$ cat config.mk
export PLATFORM = sky130hd
export DESIGN_NAME = tt_um_mac_opgen
export DESIGN_NICKNAME = d
export VERILOG_FILES = /design/src/rtl/tt_um_mac_opgen.sv
export SDC_FILE = /design/constraint.sdc
export NUM_CORES = 1
export LEC_CHECK = 0
export ABC_AREA = 1
export BUFFER_PORTS_ARGS = -buffer_cell sky130_fd_sc_hd__buf_2
export CAP_MARGIN = 20
export CORE_MARGIN = 2
export CORE_UTILIZATION = 45
export CTS_CLUSTER_SIZE = 8
export DETAILED_ROUTE_END_ITERATION = 10
export GPL_TIMING_DRIVEN = 0
export SLEW_MARGIN = 10
export SYNTH_ARGS = -nofsm -noshare
export SYNTH_HDL_FRONTEND = slang
export SYNTH_SLANG_ARGS = --single-unit
$ cat constraint.sdc
create_clock -name clk -period 2.15 [get_ports clk]
set_clock_uncertainty 0.2 [all_clocks]
set_input_delay 0.215 -clock clk [delete_from_list [all_inputs] [get_ports clk]]
set_output_delay 0.215 -clock clk [all_outputs]
set_load 0.02 [all_outputs]
$ cat src/rtl/tt_um_mac_opgen.sv
// tt_um_mac_opgen: buffers DEPTH A/B operand pairs written bytewise and replays them under valid/ready.
// Optional MAC_OPGEN_LOOP_EN: playback wraps continuously with a one-cycle done pulse per pass.
module tt_um_mac_opgen #(
  parameter int DEPTH = 8,
  parameter int PTR_W = 4
) (
  input  logic [7:0] ui_in,
  output logic [7:0] uo_out,
  input  logic [7:0] uio_in,
  output logic [7:0] uio_out,
  output logic [7:0] uio_oe,
  input  logic       ena,
  input  logic       clk,
  input  logic       rst_n
);
  localparam int N = 2 * DEPTH;
  typedef enum logic [1:0] {IDLE, PLAY, DONE} state_t;
  state_t st, st_n;
  logic [PTR_W:0] wp, wp_n, len;
  logic [PTR_W-1:0] rp, rp_n;
  logic [7:0] mem [N];
  logic [7:0] uo_q;
  logic start_q, valid_q, phase_q, done_q, done_n, we, full, start_e, last;
  logic wr, start, ready, clear;
  logic unused_ok;
  assign wr = uio_in[4];
  assign start = uio_in[5];
  assign ready = uio_in[6];
  assign clear = uio_in[7];
  assign unused_ok = &{1'b0, uio_in[3:0]};
  assign start_e = start & ~start_q;
  assign full = wp == (PTR_W+1)'(N);
  // an odd trailing byte has no partner and is never played
  assign len = {wp[PTR_W:1], 1'b0};
  assign last = {1'b0, rp} == len - (PTR_W+1)'(1);
  assign uo_out = uo_q;
  assign uio_out = {4'b0, full, done_q, phase_q, valid_q};
  assign uio_oe = 8'h0F;
  always_comb begin
    st_n = st;
    wp_n = wp;
    rp_n = rp;
    done_n = done_q;
    we = 1'b0;
    if (clear) begin
      st_n = IDLE;
      wp_n = '0;
      rp_n = '0;
      done_n = 1'b0;
    end else if (start_e && st != PLAY && wp >= (PTR_W+1)'(2)) begin
      st_n = PLAY;
      rp_n = '0;
      done_n = 1'b0;
    end else if (wr && st != PLAY && !full) begin
      we = 1'b1;
      wp_n = wp + (PTR_W+1)'(1);
    end else if (st == PLAY) begin
      done_n = 1'b0;
      if (ready) begin
        done_n = last;
`ifdef MAC_OPGEN_LOOP_EN
        rp_n = last ? '0 : rp + PTR_W'(1);
`else
        rp_n = rp + PTR_W'(1);
        st_n = last ? DONE : PLAY;
`endif
      end
    end
  end
  // outputs are registered from next-state values so a start edge presents byte 0 immediately
  always_ff @(posedge clk or negedge rst_n) begin
    if (!rst_n) begin
      st <= IDLE;
      wp <= '0;
      rp <= '0;
      start_q <= 1'b0;
      valid_q <= 1'b0;
      phase_q <= 1'b0;
      done_q <= 1'b0;
      uo_q <= '0;
      for (int i = 0; i < N; i++) mem[i] <= '0;
    end else if (ena) begin
      st <= st_n;
      wp <= wp_n;
      rp <= rp_n;
      start_q <= start;
      done_q <= done_n;
      valid_q <= st_n == PLAY;
      phase_q <= st_n == PLAY && rp_n[0];
      uo_q <= st_n == PLAY ? mem[rp_n] : uo_q;
      if (we) mem[wp[PTR_W-1:0]] <= ui_in;
    end
  end
endmodule

==> flow_summary.json <==
{
  "status": "complete, but fails checks",
  "violations": "negative hold slack, negative setup slack",
  "vias": 7490,
  "wl_per_cell_um": 18.2,
  "grt_use_total_pct": 26.8,
  "nets": 1197,
  "port_buffers": 26,
  "worstSkewPairLatency_ns": 0.43,
  "drt_iter0_markers": 638,
  "clk_path_buf_depth": 2,
  "ys_seq_area_share_pct": 46.8,
  "grt_pass1_wl_um": 39600,
  "final_antenna_net_count": 0,
  "synth_compound_area_share_pct": 11.0,
  "period_minus_slack_ns": 2.34,
  "multiInputGateArea_um2": 4010,
  "hold_viol": 1,
  "hpwl_um": 16300,
  "seqCellArea_um2": 3780,
  "die_w_um": 138,
  "async_reset_ff_share_pct": 100,
  "whs_ns": -0.00413,
  "critPathLaunchType": "flop",
  "clk_pin_slew_ns": 0.06,
  "grt_max_degree": 102,
  "placed_cells": 1313,
  "worst_slack_ns": -0.193,
  "htree_levels": 4,
  "tightest_slew_ns": 0.954,
  "hp-class": "input pin to flop",
  "instances_no_fill": 1412,
  "dieArea_um2": 19000,
  "worstPathMaxFanout": 8,
  "antenna_found_initial": 0,
  "synth_cells": 1047,
  "vias_per_cell": 5.30,
  "p_per_area_nw_per_um2": 821,
  "synth-warning-count": 0,
  "critPathKind": "flop to flop",
  "ir_drop_mv": 0.660,
  "overflow": 0,
  "fmax_ghz": 0.427,
  "ys_types": 36,
  "synthAdderAreaFrac_pct": 1.08,
  "design_area_um2": 10700,
  "ios": 43,
  "clkSinkCount": 151,
  "initial_core_util_pct": 45.5,
  "total_power_mw": 8.79,
  "cts_root_buffer": "clkbuf_16",
  "cap_violations": 0,
  "finalSetupViolCount": 110,
  "syn_to_final_growth_pct": 32.5,
  "finalWirelength_um": 25800,
  "synthFlopType": "dfrtp_1",
  "worstPathArrival_ns": 2.43,
  "synthSimpleGateAreaFrac_pct": 29.2,
  "slew_headroom_pct": 36.4,
  "grt_pass1_vias": 7206,
  "synth_edf_count": 0,
  "worstSetupEndpointType": "flop",
  "power.leakage_nw": 5.17,
  "muxShareOfSynthArea_pct": 0,
  "firstDrtPassIters": 5,
  "cts_tree": "built",
  "ys_ff_latch": 151,
  "fin_crit_sh_pct": 109,
  "drc": 0,
  "rsz0062_at_grt": "true",
  "syn-mean-instance-area_um2": 7.72,
  "rows": 49,
  "gp_congestion": 0.921,
  "synth_top_family_by_area": "simple AND/OR/NAND/NOR gates",
  "synthXorXnorAreaFrac_pct": 0.434,
  "cts_buffers": 17,
  "die_y_um": 138,
  "fillers": 1612,
  "coreArea_um2": 17800,
  "maxSlewViolCount": 0,
  "drive_above_1_share_pct": 29.7,
  "dpl_cell_area_um2": 8620,
  "synth_area_um2": 8080,
  "insertedDiodeCount": 0,
  "place_worst_setup_slack_ns": -0.681,
  "critPathRequiredTime_ns": 2.23
}
[power breakdown]
part / switching (mW) / internal (mW) / total [mW]
sequential: 0.237 / 3.26 / 3.49
combinational: 1.38 / 0.839 / 2.22
clock: 1.24 / 1.85 / 3.08
total: 2.85 / 5.94 / 8.79
[cell families after synthesis]
family,Yosys count
buf+inv,208
other cells,2
flops,151
compound gates,159
fa+ha+maj,7
simple gates,516
xor+xnor,4
[path summary, 6_finish.rpt]
check	startpoint	to	slack, ns	depth (start not counted)
max	wp[1]	mem[85]	-0.19	15
min	ui_in[1]	mem[57]	-0.004	3
max reg2reg	wp[1]	mem[85]	-0.19	15
min reg2reg	mem[92]	mem[92]	0.28	2
max in group asynchronous	rst_n	mem[102]	0.79	3
min in group asynchronous	rst_n	mem[42]	0.09	2
[cells in the mapped netlist (2+ instances only)]
cell type	instances	share of area (%)
nand4_1	38	2.9
buf_4	16	1.5
inv_1	130	6.0
clkbuf_1	29	1.3
ha_1	7	1.1
conb_1	2	0.093
nand4_2	7	1.1
o21ai_0	88	5.4
nor2_1	39	1.8
nor2_2	3	0.23
dfrtp_1	151	47
xor2_1	3	0.33
o21ai_1	43	2.7
buf_2	20	1.2
a21oi_1	2	0.12
nand4_4	5	1.3
buf_6	5	0.70
nand2_2	3	0.23
nand3_1	79	4.9
nand3_4	3	0.65
clkinv_1	3	0.14
inv_2	2	0.093
o21ai_2	24	2.6
nand2_1	333	15
[repair_timing]
item / 4_1_cts / 5_1_grt
hold buffers: 4 / 0
buffers inserted: 29 / 22
setup endpoints to repair: 149 / 144
pin swaps: 14 / 19
cloned: 9 / 4
gates resized for setup: 131 / 150
hold endpoints to repair: 61 / 0
[worst max-delay path: stages, from the launching register on]
cell and delay (ns):
dfrtp_2 0.42, inv_4 0.07, ha_4 0.16, and2_4 0.16
nand2_2 0.05, inv_2 0.05, nor2_4 0.09, nand2_2 0.07
inv_2 0.07, nand2_4 0.07, inv_6 0.10, buf_12 0.13
nand4_4 0.21, buf_8 0.23, nand2_2 0.04, o21ai_1 0.06
[registers in the layout (all words and copies together), names as in the netlist]
| name | cells |
|---|---|
| done_q | 1 |
| mem | 128 |
| phase_q | 1 |
| rp | 4 |
| st | 2 |
| start_q | 1 |
| uo_out | 8 |
| valid_q | 1 |
| wp | 5 |
[placed cells by master, fill, tap and decap left out, types with 4 or more instances in the layout]
cell type      instances
ha_1                   4
clkbuf_16             20
clkbuf_8               6
dlygate4sd3_1          4
nor2_4                 6
buf_8                  9
nand4_4               11
nand4_1               38
nand3_4                7
nand3_2               21
nand2_1              277
inv_2                  5
dfrtp_1              146
nand2_4               11
clkbuf_4               6
o21ai_0               63
buf_6                 32
nor2_1                35
inv_1                126
nand3_1               54
o21ai_2               41
clkinv_2               4
o21ai_1               49
clkinvlp_4             4
clkbuf_1              13
conb_1                12
buf_4                 57
buf_2                 30
nand2_2               47
dfrtp_2                5
[final cells by class]
class	count	area share [%]
inverter	136	4.89
clock buffer	19	4.14
buffer	72	5.93
timing repair buffer	94	8.06
sequential	151	35.3
timing repair inverter	1	0.0818
multi-input combinational	698	37.5
tap	229	2.67
clock inverter	12	1.43
[per-stage QoR]
| step | utilization [%] | TNS [ns] |
|---|---|---|
| 2_1_floorplan | - | -0.213 |
| 6_report | 60.2 | -9.46 |
| 3_3_place_gp | 48.3 | -305.41 |
| 4_1_cts | 56.3 | -9.39 |
| 5_1_grt | 60.2 | -21.11 |
| 3_5_place_dp | 48.5 | -49.33 |
[metal layers]
metal	vias to the layer above	global-route usage [%]	share of wire [%]
met1	3581	36.3	43
li1	3581	-	-
met2	269	42.7	47
met4	0	11.3	3.7
met5	-	0	0
met3	59	4.92	6.0
(Power assumes the default switching activity.)
